$ cat src/rtl/loader_pkg.sv
// Shared types for the Game of Life board row loader.
package loader_pkg;

    typedef enum logic [1:0] {
        IDLE    = 2'd0,
        SHIFT   = 2'd1,
        PRESENT = 2'd2,
        DONE    = 2'd3
    } loader_state_t;

endpackage

$ cat src/rtl/serial_to_parallel.sv
// Serial-in/parallel-out shift register; the oldest bit ends up in data[WIDTH-1].
module serial_to_parallel #(
    parameter int WIDTH = 8
) (
    input  logic             clk,
    input  logic             rst,
    input  logic             en,
    input  logic             data_in,
    output logic [WIDTH-1:0] data
);

    logic [WIDTH-1:0] data_reg;

    for (genvar gi = 0; gi < WIDTH; gi++) begin : g_stage
        always_ff @(posedge clk or posedge rst) begin
            if (rst) begin
                data_reg[gi] <= 1'b0;
            end else if (en) begin
                if (gi == 0) begin
                    data_reg[gi] <= data_in;
                end else begin
                    data_reg[gi] <= data_reg[(gi > 0) ? gi - 1 : 0];
                end
            end
        end
    end

    assign data = data_reg;

endmodule

$ cat src/rtl/board_row_loader.sv
// Loads a Game of Life board row by row from a serial bit stream and hands
// each completed row, with its index, to the board writer.
module board_row_loader
    import loader_pkg::*;
#(
    parameter int WIDTH  = 8,
    parameter int HEIGHT = 8
) (
    input  logic                      clk,
    input  logic                      rst,
    input  logic                      start,
    input  logic                      abort,
    input  logic                      bit_in,
    input  logic                      bit_valid,
    output logic                      bit_ready,
    output logic [WIDTH-1:0]          row_data,
    output logic [$clog2(HEIGHT)-1:0] row_addr,
    output logic                      row_valid,
    input  logic                      row_ready,
    output logic                      busy,
    output logic                      done
);

    localparam int CW = $clog2(WIDTH);
    localparam int AW = $clog2(HEIGHT);
    localparam logic [CW-1:0] LAST_BIT = CW'(WIDTH - 1);
    localparam logic [AW-1:0] LAST_ROW = AW'(HEIGHT - 1);

    loader_state_t state_reg;
    logic [CW-1:0] bit_cnt_reg;
    logic [AW-1:0] row_idx_reg;
    logic          bit_ready_reg;
    logic          row_valid_reg;
    logic          busy_reg;
    logic          done_reg;
    logic          accept;
    logic          shifter_rst;

    assign accept      = bit_valid && bit_ready_reg;
    assign shifter_rst = ~rst;

    serial_to_parallel #(
        .WIDTH(WIDTH)
    ) u_shifter (
        .clk    (clk),
        .rst    (shifter_rst),
        .en     (accept),
        .data_in(bit_in),
        .data   (row_data)
    );

    always_ff @(posedge clk or negedge rst) begin
        if (!rst) begin
            state_reg     <= IDLE;
            bit_cnt_reg   <= '0;
            row_idx_reg   <= '0;
            bit_ready_reg <= 1'b0;
            row_valid_reg <= 1'b0;
            busy_reg      <= 1'b0;
            done_reg      <= 1'b0;
        end else if (abort) begin
            // Abort beats every other event, including a row handshake.
            state_reg     <= IDLE;
            bit_cnt_reg   <= '0;
            row_idx_reg   <= '0;
            bit_ready_reg <= 1'b0;
            row_valid_reg <= 1'b0;
            busy_reg      <= 1'b0;
            done_reg      <= 1'b0;
        end else begin
            case (state_reg)
                IDLE: begin
                    if (start) begin
                        state_reg     <= SHIFT;
                        bit_cnt_reg   <= '0;
                        row_idx_reg   <= '0;
                        bit_ready_reg <= 1'b1;
                        busy_reg      <= 1'b1;
                    end
                end
                SHIFT: begin
                    if (accept) begin
                        if (bit_cnt_reg == LAST_BIT) begin
                            state_reg     <= PRESENT;
                            bit_cnt_reg   <= '0;
                            bit_ready_reg <= 1'b0;
                            row_valid_reg <= 1'b1;
                        end else begin
                            bit_cnt_reg <= bit_cnt_reg + 1'b1;
                        end
                    end
                end
                PRESENT: begin
                    if (row_ready) begin
                        row_valid_reg <= 1'b0;
                        if (row_idx_reg == LAST_ROW) begin
                            state_reg <= DONE;
                            done_reg  <= 1'b1;
                        end else begin
                            state_reg     <= SHIFT;
                            row_idx_reg   <= row_idx_reg + 1'b1;
                            bit_ready_reg <= 1'b1;
                        end
                    end
                end
                DONE: begin
                    state_reg   <= IDLE;
                    row_idx_reg <= '0;
                    done_reg    <= 1'b0;
                    busy_reg    <= 1'b0;
                end
                default: begin
                    state_reg <= IDLE;
                end
            endcase
        end
    end

    assign bit_ready = bit_ready_reg;
    assign row_valid = row_valid_reg;
    assign row_addr  = row_idx_reg;
    assign busy      = busy_reg;
    assign done      = done_reg;

endmodule

$ cat config.mk
export PLATFORM = sky130hd
export DESIGN_NAME = board_row_loader
export DESIGN_NICKNAME = d
export VERILOG_FILES = /design/src/rtl/loader_pkg.sv /design/src/rtl/serial_to_parallel.sv /design/src/rtl/board_row_loader.sv
export SDC_FILE = /design/constraint.sdc
export NUM_CORES = 1
export LEC_CHECK = 0
export ABC_AREA = 0
export ABC_CLOCK_PERIOD_IN_PS = 1600
export BUFFER_PORTS_ARGS = -buffer_cell sky130_fd_sc_hd__clkbuf_2
export CORE_MARGIN = 2
export CORE_UTILIZATION = 45
export CTS_CLUSTER_DIAMETER = 80
export CTS_CLUSTER_SIZE = 12
export DETAILED_ROUTE_END_ITERATION = 10
export GPL_ROUTABILITY_DRIVEN = 0
export PLACE_DENSITY = 0.77
export SLEW_MARGIN = 40
export SYNTH_ARGS = -nofsm -noshare
export SYNTH_HDL_FRONTEND = slang
export SYNTH_SLANG_ARGS = --single-unit
$ cat constraint.sdc
create_clock -name clk -period 1.6 [get_ports clk]
set_input_delay 0.24 -clock clk [delete_from_list [all_inputs] [get_ports clk]]
set_output_delay 0.24 -clock clk [all_outputs]
set_load 0.02 [all_outputs]
; After elaboration in Yosys (flattened, before gate mapping)
; Cells that the tools add are included.
[word_totals]
memories = 0
ram_bits = 0
latch_bits = 0
regBits = 20
in_bits = 7
mem_bits_ro = 0
[op_classes]
multipliers = 0
muxes = 34
reduce_logical = 15
bitwise_logic = 0
shifts = 0
addsub = 2
eq_ne = 11
n_div = 0
magnitude_cmp = 0
[ops]
columns = cell, count
row1 = $mux 3, 7
row2 = $ne 3x3->1 const B, 6
row3 = $mux 1, 14
row4 = $mux 2, 6
row5 = $reduce_and 4->1, 3
row6 = $reduce_bool 3->1, 4
row7 = $pmux 3 s3, 1
row8 = $pmux 2 s4, 1
row9 = $reduce_bool 4->1, 2
row10 = $add 3x1->3 const B, 2
row11 = $eq 3x3->1 const B, 2
row12 = $pmux 1 s2, 3
row13 = $pmux 3 s2, 1
row14 = $reduce_and 3->1, 2
row15 = $reduce_and 6->1, 1
row16 = $eq 2x2->1 const B, 2
row17 = $pmux 1 s3, 1
row18 = $eq 2x1->1 const B, 1
row19 = $logic_not 2->1, 1
row20 = $reduce_and 2->1, 1
row21 = $logic_and 1x1->1, 1

; Longest topological paths before layout
; Gate-level depths: netlist (run 1).
[depth]
word_depth = 5
mapped_depth = 7
ltp_nobuf = 6

; Modules after synthesis
; Synthesis (run 1) repeated with hierarchy kept, for this count alone.
[unflattened]
cells_unflattened = 98
area_unflattened_um2 = 1151.1
[modules_own_cells]
columns = module, area_each_um2, seq_area_each_um2, instances, cells_each
row1 = board_row_loader, 815.8, 300.3, 1, 80
row2 = serial_to_parallel, 335.3, 200.2, 1, 18

; Least setup slack after synthesis (run 1)
; OpenSTA, ideal clock, no wires.
[synth_path]
path_kind = reg2reg
startpoint = register state_reg[0]
endpoint = register bit_cnt_reg[0]
setup_time_ns = 0.125
path_slack_ns = -0.079
stages_incl_launch_ff = 7
t_arrival_ns = 1.553
path_buffers = 0
cell_sequence = dfrtp_1 > inv_1 > ha_1 > and2b_2 > a211oi_1 > or2_4 > mux2_4
[synth_via]
elab_chain_len = 3
elab_cells_between_ends = 8
[synth_lines]
columns = item, line
row1 = "start, declared", board_row_loader.sv:29  ; loader_state_t state_reg;
row2 = "start signal, assigned", board_row_loader.sv:54  ; state_reg <= IDLE;
row3 = "start signal, assigned", board_row_loader.sv:63  ; state_reg <= IDLE;
row4 = "start signal, assigned", board_row_loader.sv:74  ; state_reg <= SHIFT;
row5 = $eq 2x1->1 / $logic_not 2->1 (equally long branches), board_row_loader.sv:71  ; case (state_reg)
row6 = "$ne 3x3->1 (no source line), or another cell as far along", -
row7 = $reduce_and 3->1 (no source line) / $mux 3 (equally long branches), -
row8 = "end signal, assigned", board_row_loader.sv:89  ; bit_cnt_reg <= bit_cnt_reg + 1'b1;
row9 = "end, declared", board_row_loader.sv:30  ; logic [CW-1:0] bit_cnt_reg;
; Several ways; a longest one is shown, not always the timed one.
; A chain may end at the register's enable or synchronous reset.

; Final worst setup path (run 1)
[layout_path]
startpoint = register state_reg[1]
endpoint = register bit_cnt_reg[0]
; Same word-level chain as after synthesis.

==> impl_metrics.xml, run 1 <==
<?xml version="1.0" encoding="UTF-8"?>
<metrics>
  <group name="power">
    <metric name="cellPowerDensity" unit="nW/um^2">1840</metric>
    <metric name="static-leakage-power" unit="nW">0.745</metric>
    <metric name="vdd.ir_drop.worst" unit="uV">1580</metric>
  </group>
  <group name="detailed_routing">
    <metric name="avgRoutedWirePerCell" unit="um">14.1</metric>
    <metric name="final_antenna_net_count" unit="">0</metric>
    <metric name="drt_first_iter_violations" unit="">13</metric>
    <metric name="post_drt_via_cell_ratio" unit="">5.19</metric>
    <metric name="drc" unit="">0</metric>
    <metric name="firstDrtPassIters" unit="">4</metric>
    <metric name="route.vias.total" unit="">856</metric>
    <metric name="route.final.wire_length" unit="um">2320</metric>
  </group>
  <group name="clock_network">
    <metric name="cts_buffer_count" unit="">3</metric>
    <metric name="max-clock-path-buffers" unit="">2</metric>
    <metric name="h-tree-depth" unit="">1</metric>
    <metric name="cts_root_buffer" unit="">sky130_fd_sc_hd__clkbuf_4</metric>
    <metric name="worst_setup_hold_path_clk_slew" unit="ps">120</metric>
    <metric name="clock_insertion_delay_worst_skew" unit="ps">320</metric>
    <metric name="tritoncts" unit="">done</metric>
    <metric name="clock-sinks" unit="">20</metric>
  </group>
  <group name="logic_synthesis">
    <metric name="netlist_instances" unit="">95</metric>
    <metric name="postSynthRegisterBits" unit="">20</metric>
    <metric name="syn_area" unit="um^2">1070</metric>
    <metric name="synth_fp_nets" unit="">110</metric>
    <metric name="synth_seq_area_share" unit="">0.469</metric>
    <metric name="synthesis.area_per_instance" unit="um^2">11.2</metric>
    <metric name="ys_types" unit="">33</metric>
    <metric name="ys_warn_count" unit="">0</metric>
  </group>
  <group name="sta">
    <metric name="unrepaired_setup_endpoints_after_global_routing" unit="">true</metric>
    <metric name="final_hold_viol_count" unit="">0</metric>
    <metric name="period_needed" unit="ps">1620</metric>
    <metric name="total_negative_slack" unit="ps">-24.1</metric>
    <metric name="timing.final.crit_share" unit="">1.02</metric>
    <metric name="post-route-worst-setup-slack" unit="ps">-24.1</metric>
    <metric name="final-max-slew-violation-count" unit="">0</metric>
    <metric name="setup-violations-final" unit="">1</metric>
    <metric name="max_slew.worst_pin.slew" unit="ps">504</metric>
    <metric name="fin_worst_skew" unit="ps">7.23</metric>
    <metric name="clock.fmax" unit="GHz">0.616</metric>
    <metric name="max-slew-margin-rel" unit="">0.664</metric>
  </group>
  <group name="placed_design">
    <metric name="pre_cts_ws" unit="ps">-57.4</metric>
    <metric name="place.port_buffers" unit="">21</metric>
    <metric name="dp_hpwl" unit="um">1640</metric>
  </group>
  <group name="global_routing">
    <metric name="antenna_found_initial" unit="">0</metric>
    <metric name="grt_pass1_vias" unit="">855</metric>
    <metric name="grt_max_degree" unit="">21</metric>
    <metric name="grt_first_pass_wirelength" unit="um">3630</metric>
    <metric name="grt_util_all_layers" unit="">0.182</metric>
    <metric name="grt_remaining_overflow" unit="">0</metric>
  </group>
  <group name="floorplanning">
    <metric name="start_util" unit="">0.478</metric>
    <metric name="die_extent_in_x" unit="um">52.7</metric>
    <metric name="core" unit="um^2">2230</metric>
    <metric name="fp.dieH" unit="um">52.7</metric>
    <metric name="floorplan.rows" unit="">17</metric>
    <metric name="die-area" unit="um^2">2780</metric>
    <metric name="pin_count" unit="">22</metric>
  </group>
  <group name="flow_run">
    <metric name="max-cap-violations" unit="">0</metric>
  </group>
  <group name="critical_path">
    <metric name="cp_cell_sequence" unit="">inv_2 &gt; ha_4 &gt; and2b_2 &gt; a211oi_2 &gt; or2_4 &gt; mux2_4</metric>
    <metric name="worst_setup_path_start_kind" unit="">flip-flop</metric>
    <metric name="timing_worst_setup_path_type" unit="">reg2reg</metric>
    <metric name="cpMaxStageDelayCell" unit="">sky130_fd_sc_hd__dfrtp_1</metric>
    <metric name="critical_path.max_fanout" unit="">3</metric>
    <metric name="timing.critical_path.to_type" unit="">flip-flop</metric>
    <metric name="worst_ep_required_time" unit="ps">1810</metric>
    <metric name="critical_path.top_delay_family" unit="">simple AND/OR/NAND/NOR gates</metric>
    <metric name="slowest_delay" unit="ps">420</metric>
    <metric name="timing.critical_path.buf_inv" unit="">1</metric>
    <metric name="worstPathArrival" unit="ps">1830</metric>
  </group>
  <group name="run_status">
    <metric name="violations" unit="">negative setup slack</metric>
    <metric name="status" unit="">complete, but fails checks</metric>
  </group>
  <group name="min_path">
    <metric name="timing.hold.worst.class" unit="">in2reg</metric>
  </group>
  <group name="finish">
    <metric name="finalNetCount" unit="">153</metric>
    <metric name="areaGrowthSynthToFinish" unit="%">37.4</metric>
    <metric name="antennaDiodeCount" unit="">0</metric>
    <metric name="largest_register_ff_count" unit="">8</metric>
    <metric name="fillCellCount" unit="">183</metric>
    <metric name="fraction_of_layout_cells_with_a_size_suffix_above_1" unit="">0.504</metric>
  </group>
</metrics>
power by group:
group	internal, W	switching (W)
logic	0.000773	0.000722
registers	0.000668	0.000116
clock network	0.000254	0.000168
total	0.00169	0.00101
layout by cell type (no fill, tap or decap), types with 2 or more instances in the layout:
cell	instances
sky130_fd_sc_hd__nor2_1	6
sky130_fd_sc_hd__clkbuf_4	3
sky130_fd_sc_hd__inv_2	2
sky130_fd_sc_hd__and2_1	2
sky130_fd_sc_hd__mux2_2	8
sky130_fd_sc_hd__o21ai_0	3
sky130_fd_sc_hd__a21oi_1	2
sky130_fd_sc_hd__mux2i_1	6
sky130_fd_sc_hd__ha_1	4
sky130_fd_sc_hd__clkbuf_2	21
sky130_fd_sc_hd__nand2_1	5
sky130_fd_sc_hd__inv_1	6
sky130_fd_sc_hd__ha_2	2
sky130_fd_sc_hd__ha_4	2
sky130_fd_sc_hd__buf_4	17
sky130_fd_sc_hd__dfrtp_1	20
final timing paths:
check                      cells past startpoint           endpoint  slack, ps              start
max in group asynchronous                      2     bit_cnt_reg[2]        850                rst
setup / recovery                               6     bit_cnt_reg[0]        -20       state_reg[1]
hold / removal                                 2  u_shifter.data[0]        150             bit_in
min in group asynchronous                      2  u_shifter.data[7]        410                rst
setup reg to reg                               6     bit_cnt_reg[0]        -20       state_reg[1]
hold reg to reg                                1  u_shifter.data[7]        520  u_shifter.data[7]
synth_stat cells:
| cell | count | area [um^2] |
|---|---|---|
| sky130_fd_sc_hd__a2bb2oi_1 | 2 | 17.5 |
| sky130_fd_sc_hd__o21ai_0 | 3 | 15.0 |
| sky130_fd_sc_hd__o211ai_1 | 1 | 7.51 |
| sky130_fd_sc_hd__a211oi_1 | 1 | 7.51 |
| sky130_fd_sc_hd__a22oi_1 | 1 | 7.51 |
| sky130_fd_sc_hd__o21ai_2 | 1 | 8.76 |
| sky130_fd_sc_hd__and2_1 | 2 | 12.5 |
| sky130_fd_sc_hd__nand2_1 | 5 | 18.8 |
| sky130_fd_sc_hd__a21boi_0 | 1 | 7.51 |
| sky130_fd_sc_hd__o21bai_2 | 1 | 11.3 |
| sky130_fd_sc_hd__nor2b_1 | 2 | 12.5 |
| sky130_fd_sc_hd__mux2i_1 | 6 | 60.1 |
| sky130_fd_sc_hd__mux2_4 | 1 | 15.0 |
| sky130_fd_sc_hd__mux2_2 | 8 | 90.1 |
| sky130_fd_sc_hd__nor2_1 | 7 | 26.3 |
| sky130_fd_sc_hd__inv_1 | 8 | 30.0 |
| sky130_fd_sc_hd__nand2_2 | 1 | 6.26 |
| sky130_fd_sc_hd__dfrtp_1 | 20 | 500 |
| sky130_fd_sc_hd__nor3b_1 | 1 | 7.51 |
| sky130_fd_sc_hd__or2_4 | 1 | 8.76 |
| sky130_fd_sc_hd__clkbuf_1 | 1 | 3.75 |
| sky130_fd_sc_hd__a21oi_1 | 2 | 10.0 |
| sky130_fd_sc_hd__ha_1 | 8 | 100 |
| sky130_fd_sc_hd__and3b_1 | 1 | 8.76 |
| sky130_fd_sc_hd__nand3_1 | 2 | 10.0 |
| sky130_fd_sc_hd__nand3b_1 | 1 | 7.51 |
| sky130_fd_sc_hd__a21oi_2 | 1 | 8.76 |
| sky130_fd_sc_hd__o21a_1 | 1 | 7.51 |
| sky130_fd_sc_hd__buf_2 | 1 | 5.00 |
| sky130_fd_sc_hd__mux2_1 | 1 | 11.3 |
| sky130_fd_sc_hd__and2b_2 | 1 | 8.76 |
| sky130_fd_sc_hd__nand4_1 | 1 | 6.26 |
| sky130_fd_sc_hd__nand4b_1 | 1 | 8.76 |
logic make-up (layout without fill, tap and decap cells):
logic type                 after synthesis  in the layout  synth area share
adders and majority gates                8              8            0.0938
buffers and inverters                   10             52            0.0363
and+or+nand+nor                         26             26             0.134
AOI/OAI and AO/OA                       15             15             0.102
muxes                                   16             16             0.165
DFF                                     20             20             0.469
metrics by stage:
stage / std cells / utilization / cell area [um^2] / hold slack [ps] / power [W]
floorplan: 95 / - / 1070 / -55.6 / 0.00157
global route: 165 / 0.657 / 1470 / 155 / 0.00286
finish: 165 / 0.657 / 1470 / 150 / 0.00270
global placement: 152 / 0.574 / 1280 / 227 / 0.00194
CTS: 160 / 0.616 / 1380 / 154 / 0.00248
detailed placement: 152 / 0.574 / 1280 / 228 / 0.00199
layer usage:
| metal | GRT usage | wire [um] | up-vias |
|---|---|---|---|
| li1 | - | - | 419 |
| met1 | 0.198 | 924 | 401 |
| met2 | 0.333 | 1210 | 27 |
| met3 | 0.0343 | 107 | 9 |
| met4 | 0.0897 | 78 | 0 |
| met5 | 0 | 0 | - |
area by class of cell:
class / count / area [um^2] / share of cell area
Multi-Input combinational cell: 65 / 594 / 0.405
Sequential cell: 20 / 500 / 0.341
Timing Repair Buffer: 40 / 254 / 0.173
Tap cell: 28 / 35.0 / 0.0239
Clock inverter: 1 / 30.0 / 0.0205
Inverter: 8 / 30.0 / 0.0205
Clock buffer: 3 / 22.5 / 0.0154
worst reg2reg max path, stage by stage (launching register included):
cell and delay (ps):
sky130_fd_sc_hd__dfrtp_1 420, sky130_fd_sc_hd__inv_2 120, sky130_fd_sc_hd__ha_4 160, sky130_fd_sc_hd__and2b_2 210
sky130_fd_sc_hd__a211oi_2 50, sky130_fd_sc_hd__or2_4 260, sky130_fd_sc_hd__mux2_4 300
repair_timing:
item,CTS,global route
endpoints found under the hold margin,20,0
pin swaps,0,2
hold buffers,1,0
cloned,0,0
buffers inserted,3,5
resized for setup,3,11
endpoints found under the setup margin,5,10
(Power assumes the default switching activity.)
==> run 2: changes to the inputs <==
--- a/config.mk
+++ b/config.mk
@@ -7,14 +7,14 @@
 export LEC_CHECK = 0
 export ABC_AREA = 0
 export ABC_CLOCK_PERIOD_IN_PS = 1600
-export BUFFER_PORTS_ARGS = -buffer_cell sky130_fd_sc_hd__clkbuf_2
 export CORE_MARGIN = 2
 export CORE_UTILIZATION = 45
 export CTS_CLUSTER_DIAMETER = 80
 export CTS_CLUSTER_SIZE = 12
 export DETAILED_ROUTE_END_ITERATION = 10
+export DONT_BUFFER_PORTS = 1
 export GPL_ROUTABILITY_DRIVEN = 0
-export PLACE_DENSITY = 0.77
+export PLACE_DENSITY = 0.69
 export SLEW_MARGIN = 40
 export SYNTH_ARGS = -nofsm -noshare
 export SYNTH_HDL_FRONTEND = slang
==> run 2 against run 1 <==
Compared with the run above: the flow now finishes without violations; critical path depth unchanged; sequential power up 21%; final cell count down 13%; non-clock buffer count down 21; worst setup slack better by 40 ps; core utilization down 5.0 points; sequential share of layout area up 2.9 points; total power down 8.8%; die area unchanged; maximum frequency up 2.5%; clock power about the same; highest routed layer unchanged.
==> impl_metrics.xml, run 2 (same netlist as run 1, synthesis figures left out) <==
<?xml version="1.0" encoding="UTF-8"?>
<metrics>
  <group name="run_status">
    <metric name="status" unit="">complete, no violations</metric>
  </group>
  <group name="detailed_routing">
    <metric name="firstDrtPassIters" unit="">2</metric>
    <metric name="route.final.wire_length" unit="um">2130</metric>
    <metric name="avgRoutedWirePerCell" unit="um">14.8</metric>
    <metric name="route.vias.total" unit="">766</metric>
    <metric name="final_antenna_net_count" unit="">0</metric>
    <metric name="drt_first_iter_violations" unit="">3</metric>
    <metric name="post_drt_via_cell_ratio" unit="">5.32</metric>
    <metric name="drc" unit="">0</metric>
  </group>
  <group name="sta">
    <metric name="final-max-slew-violation-count" unit="">0</metric>
    <metric name="timing.final.crit_share" unit="">0.990</metric>
    <metric name="clock.fmax" unit="GHz">0.631</metric>
    <metric name="final_hold_viol_count" unit="">0</metric>
    <metric name="max_slew.worst_pin.slew" unit="ps">437</metric>
    <metric name="fin_worst_skew" unit="ps">7.16</metric>
    <metric name="period_needed" unit="ps">1580</metric>
    <metric name="setup-violations-final" unit="">0</metric>
    <metric name="max-slew-margin-rel" unit="">0.709</metric>
    <metric name="unrepaired_setup_endpoints_after_global_routing" unit="">true</metric>
    <metric name="post-route-worst-setup-slack" unit="ps">15.4</metric>
  </group>
  <group name="critical_path">
    <metric name="slowest_delay" unit="ps">450</metric>
    <metric name="worst_ep_required_time" unit="ps">1820</metric>
    <metric name="worst_r2r_startpoint" unit="">state_reg[0]</metric>
    <metric name="worst-path-stages" unit="">6</metric>
    <metric name="reg2reg_setup_slack" unit="ps">20</metric>
    <metric name="critical_path.top_delay_family" unit="">flip-flops</metric>
    <metric name="cpMaxStageDelayCell" unit="">sky130_fd_sc_hd__dfrtp_2</metric>
    <metric name="crit_path_start" unit="">state_reg[0]</metric>
    <metric name="timing.critical_path.to_type" unit="">flip-flop</metric>
    <metric name="worst_setup_path_start_kind" unit="">flip-flop</metric>
    <metric name="critical_path.max_fanout" unit="">4</metric>
    <metric name="timing_worst_setup_path_type" unit="">reg2reg</metric>
    <metric name="worstPathArrival" unit="ps">1800</metric>
    <metric name="rr_worst_depth" unit="">6</metric>
    <metric name="timing.critical_path.buf_inv" unit="">1</metric>
    <metric name="cp_cell_sequence" unit="">inv_2 &gt; ha_4 &gt; and2b_2 &gt; a211oi_2 &gt; or2_4 &gt; mux2_4</metric>
  </group>
  <group name="finish">
    <metric name="final_cell_area" unit="um^2">1360</metric>
    <metric name="largest_register_ff_count" unit="">8</metric>
    <metric name="fraction_of_layout_cells_with_a_size_suffix_above_1" unit="">0.422</metric>
    <metric name="antennaDiodeCount" unit="">0</metric>
    <metric name="post-route-util" unit="">0.607</metric>
    <metric name="finalNetCount" unit="">132</metric>
    <metric name="areaGrowthSynthToFinish" unit="%">27.0</metric>
    <metric name="mostFrequentLayoutCell" unit="">sky130_fd_sc_hd__dfrtp_1</metric>
    <metric name="mostFrequentLayoutCells" unit="">sky130_fd_sc_hd__dfrtp_1 (19), sky130_fd_sc_hd__buf_4 (15), sky130_fd_sc_hd__mux2_2 (8)</metric>
  </group>
  <group name="clock_network">
    <metric name="h-tree-depth" unit="">1</metric>
    <metric name="cts_buffer_count" unit="">3</metric>
    <metric name="clock_insertion_delay_worst_skew" unit="ps">320</metric>
    <metric name="clock-sinks" unit="">20</metric>
    <metric name="cts_root_buffer" unit="">sky130_fd_sc_hd__clkbuf_4</metric>
    <metric name="worst_setup_hold_path_clk_slew" unit="ps">120</metric>
    <metric name="tritoncts" unit="">done</metric>
    <metric name="max-clock-path-buffers" unit="">2</metric>
  </group>
  <group name="power">
    <metric name="static-leakage-power" unit="nW">0.650</metric>
    <metric name="cellPowerDensity" unit="nW/um^2">1820</metric>
    <metric name="vdd.ir_drop.worst" unit="uV">1150</metric>
  </group>
  <group name="global_routing">
    <metric name="grt_pass1_vias" unit="">782</metric>
    <metric name="grt_remaining_overflow" unit="">0</metric>
    <metric name="grt_first_pass_wirelength" unit="um">3480</metric>
    <metric name="antenna_found_initial" unit="">0</metric>
    <metric name="grt_util_all_layers" unit="">0.176</metric>
    <metric name="grt_max_degree" unit="">21</metric>
  </group>
  <group name="floorplanning">
    <metric name="fp.dieH" unit="um">52.7</metric>
    <metric name="core" unit="um^2">2230</metric>
    <metric name="start_util" unit="">0.478</metric>
    <metric name="floorplan.rows" unit="">17</metric>
    <metric name="die_extent_in_x" unit="um">52.7</metric>
    <metric name="die-area" unit="um^2">2780</metric>
    <metric name="pin_count" unit="">22</metric>
  </group>
  <group name="flow_run">
    <metric name="max-cap-violations" unit="">0</metric>
  </group>
  <group name="min_path">
    <metric name="timing.hold.worst.start" unit="">start</metric>
    <metric name="timing.hold.worst.class" unit="">in2reg</metric>
    <metric name="timing.hold.worst_path_depth" unit="">2</metric>
  </group>
  <group name="placed_design">
    <metric name="dp_hpwl" unit="um">1510</metric>
    <metric name="pre_cts_ws" unit="ps">-29.6</metric>
    <metric name="place.port_buffers" unit="">0</metric>
    <metric name="placed_area" unit="um^2">1200</metric>
  </group>
</metrics>
==> run 2: per-stage QoR <==
stage                     hold WS, ps  total power [W]  std cells  TNS [ps]
final                            54.4          0.00246        144         0
after global routing             51.0          0.00261        144     -60.5
after CTS                        51.0          0.00233        141         0
after detailed placement        -55.1          0.00186        134     -29.6
after global placement          -55.2          0.00183        134         0
after floorplan                 -55.6          0.00157         95         0
==> run 2: area by class of cell <==
cell class	instances	area, um^2
Tap cell	28	35.0
Sequential cell	20	502
Multi-Input combinational cell	65	587
Fill cell	178	878
Timing Repair Buffer	19	149
Clock inverter	1	30.0
Inverter	8	30.0
Clock buffer	3	22.5
==> run 2: path summary, 6_finish.rpt <==
path	end
setup / recovery	bit_cnt_reg[0]
hold / removal	busy
setup reg to reg	bit_cnt_reg[0]
hold reg to reg	bit_cnt_reg[1]
max in group asynchronous	state_reg[0]
min in group asynchronous	done
==> run 2: report_power, final <==
part	internal [W]	switching, W	total (W)
Sequential	0.000669	0.000277	0.000946
Combinational	0.000621	0.000472	0.00109
Clock	0.000254	0.000170	0.000424
Total	0.00154	0.000920	0.00246
==> run 2: repair_timing <==
item / in CTS / in global routing
buffers inserted: 1 / 2
pin swaps: 0 / 1
endpoints found under the setup margin: 5 / 9
endpoints found under the hold margin: 26 / 20
gates cloned: 0 / 0
hold buffers: 2 / 1
gates resized for setup: 3 / 12
==> run 2: per-layer routing <==
metal	vias to the layer above	part of all wire	global-route usage
met5	-	0	0
met4	0	0.031	0.115
met3	8	0.067	0.0514
met2	20	0.50	0.294
met1	366	0.40	0.190
li1	372	-	-
==> run 3: changes to the inputs <==
--- a/config.mk
+++ b/config.mk
@@ -8,13 +8,13 @@
 export ABC_AREA = 0
 export ABC_CLOCK_PERIOD_IN_PS = 1600
 export CORE_MARGIN = 2
-export CORE_UTILIZATION = 45
+export CORE_UTILIZATION = 40
 export CTS_CLUSTER_DIAMETER = 80
 export CTS_CLUSTER_SIZE = 12
 export DETAILED_ROUTE_END_ITERATION = 10
 export DONT_BUFFER_PORTS = 1
 export GPL_ROUTABILITY_DRIVEN = 0
-export PLACE_DENSITY = 0.69
+export PLACE_DENSITY = 0.63
 export SLEW_MARGIN = 40
 export SYNTH_ARGS = -nofsm -noshare
 export SYNTH_HDL_FRONTEND = slang
==> run 3 against run 2 <==
Compared with the run above: the flow now finishes with violations (negative setup slack); core utilization down 6.1 points; count of clock-buffer cells in the layout did not move; combinational power is essentially flat; clock skew about the same; critical path depth is the same; cell area grew 0.74%; final cell count rose by 2.8%.
==> impl_metrics.xml, run 3 (same netlist as run 1, synthesis figures left out) <==
<?xml version="1.0" encoding="UTF-8"?>
<metrics>
  <group name="run_status">
    <metric name="status" unit="">complete, but fails checks</metric>
    <metric name="violations" unit="">negative setup slack</metric>
  </group>
  <group name="clock_network">
    <metric name="clock-sinks" unit="">20</metric>
    <metric name="h-tree-depth" unit="">1</metric>
    <metric name="clock_insertion_delay_worst_skew" unit="ps">320</metric>
    <metric name="max-clock-path-buffers" unit="">2</metric>
    <metric name="cts_buffer_count" unit="">3</metric>
    <metric name="tritoncts" unit="">done</metric>
    <metric name="worst_setup_hold_path_clk_slew" unit="ps">130</metric>
    <metric name="cts_root_buffer" unit="">sky130_fd_sc_hd__clkbuf_4</metric>
  </group>
  <group name="global_routing">
    <metric name="grt_max_degree" unit="">21</metric>
    <metric name="antenna_found_initial" unit="">0</metric>
    <metric name="grt_pass1_vias" unit="">815</metric>
    <metric name="grt_first_pass_wirelength" unit="um">3710</metric>
    <metric name="grt_remaining_overflow" unit="">0</metric>
    <metric name="grt_util_all_layers" unit="">0.156</metric>
  </group>
  <group name="finish">
    <metric name="antennaDiodeCount" unit="">0</metric>
    <metric name="mostFrequentLayoutCell" unit="">sky130_fd_sc_hd__dfrtp_1</metric>
    <metric name="areaGrowthSynthToFinish" unit="%">27.9</metric>
    <metric name="largest_register_ff_count" unit="">8</metric>
    <metric name="fraction_of_layout_cells_with_a_size_suffix_above_1" unit="">0.407</metric>
    <metric name="final_cell_count_no_fill" unit="">148</metric>
    <metric name="fillCellCount" unit="">206</metric>
    <metric name="finalNetCount" unit="">134</metric>
    <metric name="mostFrequentLayoutCells" unit="">sky130_fd_sc_hd__dfrtp_1 (20), sky130_fd_sc_hd__buf_4 (17), sky130_fd_sc_hd__mux2_2 (8)</metric>
  </group>
  <group name="critical_path">
    <metric name="critical_path.max_fanout" unit="">3</metric>
    <metric name="worst_r2r_startpoint" unit="">state_reg[0]</metric>
    <metric name="rr_endpoint" unit="">bit_cnt_reg[0]</metric>
    <metric name="critical_path.top_delay_family" unit="">flip-flops</metric>
    <metric name="slowest_delay" unit="ps">420</metric>
    <metric name="timing_worst_setup_path_type" unit="">reg2reg</metric>
    <metric name="rr_worst_depth" unit="">6</metric>
    <metric name="cpMaxStageDelayCell" unit="">sky130_fd_sc_hd__dfrtp_1</metric>
    <metric name="timing.critical_path.to_type" unit="">flip-flop</metric>
    <metric name="worst_setup_path_start_kind" unit="">flip-flop</metric>
    <metric name="worst_ep_required_time" unit="ps">1830</metric>
    <metric name="reg2reg_setup_slack" unit="ps">-40</metric>
    <metric name="timing.critical_path.buf_inv" unit="">1</metric>
    <metric name="worstPathArrival" unit="ps">1870</metric>
    <metric name="cp_cell_sequence" unit="">inv_2 &gt; ha_4 &gt; and2b_2 &gt; a211oi_2 &gt; or2_4 &gt; mux2_4</metric>
  </group>
  <group name="sta">
    <metric name="total_negative_slack" unit="ps">-62.3</metric>
    <metric name="period_needed" unit="ps">1640</metric>
    <metric name="timing.final.crit_share" unit="">1.03</metric>
    <metric name="max_slew.worst_pin.slew" unit="ps">463</metric>
    <metric name="fin_worst_skew" unit="ps">7.42</metric>
    <metric name="final-max-slew-violation-count" unit="">0</metric>
    <metric name="max-slew-margin-rel" unit="">0.691</metric>
    <metric name="post-route-worst-setup-slack" unit="ps">-44.4</metric>
    <metric name="final_hold_viol_count" unit="">0</metric>
    <metric name="clock.fmax" unit="GHz">0.608</metric>
    <metric name="fin_worst_hold_slack" unit="ps">52.2</metric>
    <metric name="unrepaired_setup_endpoints_after_global_routing" unit="">true</metric>
    <metric name="setup-violations-final" unit="">2</metric>
  </group>
  <group name="floorplanning">
    <metric name="core" unit="um^2">2500</metric>
    <metric name="floorplan.rows" unit="">18</metric>
    <metric name="pin_count" unit="">22</metric>
    <metric name="fp.dieH" unit="um">55.7</metric>
    <metric name="die-area" unit="um^2">3100</metric>
    <metric name="start_util" unit="">0.427</metric>
    <metric name="die_extent_in_x" unit="um">55.7</metric>
  </group>
  <group name="power">
    <metric name="vdd.ir_drop.worst" unit="uV">981</metric>
    <metric name="static-leakage-power" unit="nW">0.665</metric>
    <metric name="cellPowerDensity" unit="nW/um^2">1840</metric>
  </group>
  <group name="placed_design">
    <metric name="place.port_buffers" unit="">0</metric>
    <metric name="dp_hpwl" unit="um">1540</metric>
    <metric name="dp_cells" unit="">133</metric>
    <metric name="pre_cts_ws" unit="ps">-34.8</metric>
  </group>
  <group name="detailed_routing">
    <metric name="drt_first_iter_violations" unit="">15</metric>
    <metric name="final_antenna_net_count" unit="">0</metric>
    <metric name="post_drt_via_cell_ratio" unit="">5.19</metric>
    <metric name="avgRoutedWirePerCell" unit="um">15.5</metric>
    <metric name="firstDrtPassIters" unit="">4</metric>
    <metric name="drc" unit="">0</metric>
    <metric name="route.final.wire_length" unit="um">2300</metric>
    <metric name="route.vias.total" unit="">768</metric>
  </group>
  <group name="min_path">
    <metric name="timing.hold.worst.class" unit="">in2reg</metric>
    <metric name="timing.hold.worst_path_depth" unit="">2</metric>
    <metric name="timing.hold.worst.start" unit="">start</metric>
    <metric name="worst_hold_path.endpoint" unit="">busy</metric>
  </group>
  <group name="flow_run">
    <metric name="max-cap-violations" unit="">0</metric>
  </group>
</metrics>
run 3: cell types whose count changed in the layout (fill, tap and decap cells not counted):
cell                      delta
sky130_fd_sc_hd__ha_2        -2
sky130_fd_sc_hd__mux2_4      -1
sky130_fd_sc_hd__dfrtp_2     -1
sky130_fd_sc_hd__nor2_2      +1
sky130_fd_sc_hd__dfrtp_1     +1
sky130_fd_sc_hd__mux2_1      +1
sky130_fd_sc_hd__buf_4       +2
sky130_fd_sc_hd__nor2_1      -1
sky130_fd_sc_hd__ha_1        +2
run 3: repair_timing:
item | CTS | global route
buffers inserted | 3 | 5
pin swaps | 0 | 4
endpoints found under the setup margin | 5 | 8
hold buffers | 2 | 1
hold endpoints to repair | 26 | 20
gates resized for setup | 7 | 5
run 3: worst reg2reg max path, stage by stage, from the launching register on:
cell                       delay, ps
sky130_fd_sc_hd__dfrtp_1         420
sky130_fd_sc_hd__inv_2            80
sky130_fd_sc_hd__ha_4            170
sky130_fd_sc_hd__and2b_2         210
sky130_fd_sc_hd__a211oi_2        210
sky130_fd_sc_hd__or2_4           170
sky130_fd_sc_hd__mux2_4          290
run 3: metrics by stage:
stage | area [um^2] | util | total power [W]
after floorplan | 1070 | - | 0.00157
after global placement | 1180 | 0.471 | 0.00176
after detailed placement | 1180 | 0.471 | 0.00180
after CTS | 1310 | 0.523 | 0.00240
after global routing | 1370 | 0.546 | 0.00265
final | 1370 | 0.546 | 0.00251
run 3: layout make-up:
class / instances / area [um^2] / area share
multi-input combinational: 65 / 581 / 0.425
clock buffer: 3 / 22.5 / 0.0165
timing repair buffer: 21 / 164 / 0.120
sequential: 20 / 500 / 0.367
clock inverter: 1 / 30.0 / 0.0220
tap: 30 / 37.5 / 0.0275
inverter: 8 / 30.0 / 0.0220
run 3: layer usage:
metal	global-route usage	vias up	share of wire
met3	0.0419	5	0.039
met2	0.262	13	0.52
li1	-	378	-
met4	0.101	0	0.023
met1	0.174	372	0.42
met5	0	-	0
run 3: worst max path at each step:
stage               cells after the start          from        endpoint
floorplan                               6  state_reg[1]    state_reg[0]
global placement                        6  state_reg[1]    state_reg[0]
detailed placement                      6  state_reg[1]  bit_cnt_reg[0]
CTS                                     7  state_reg[0]  bit_cnt_reg[1]
global route                            6  state_reg[0]  bit_cnt_reg[0]
finish                                  6  state_reg[0]  bit_cnt_reg[0]
run 3: power by group:
group | internal, W | switching (W) | total (W)
logic | 0.000638 | 0.000487 | 0.00112
registers | 0.000666 | 0.000287 | 0.000953
clock network | 0.000254 | 0.000177 | 0.000431
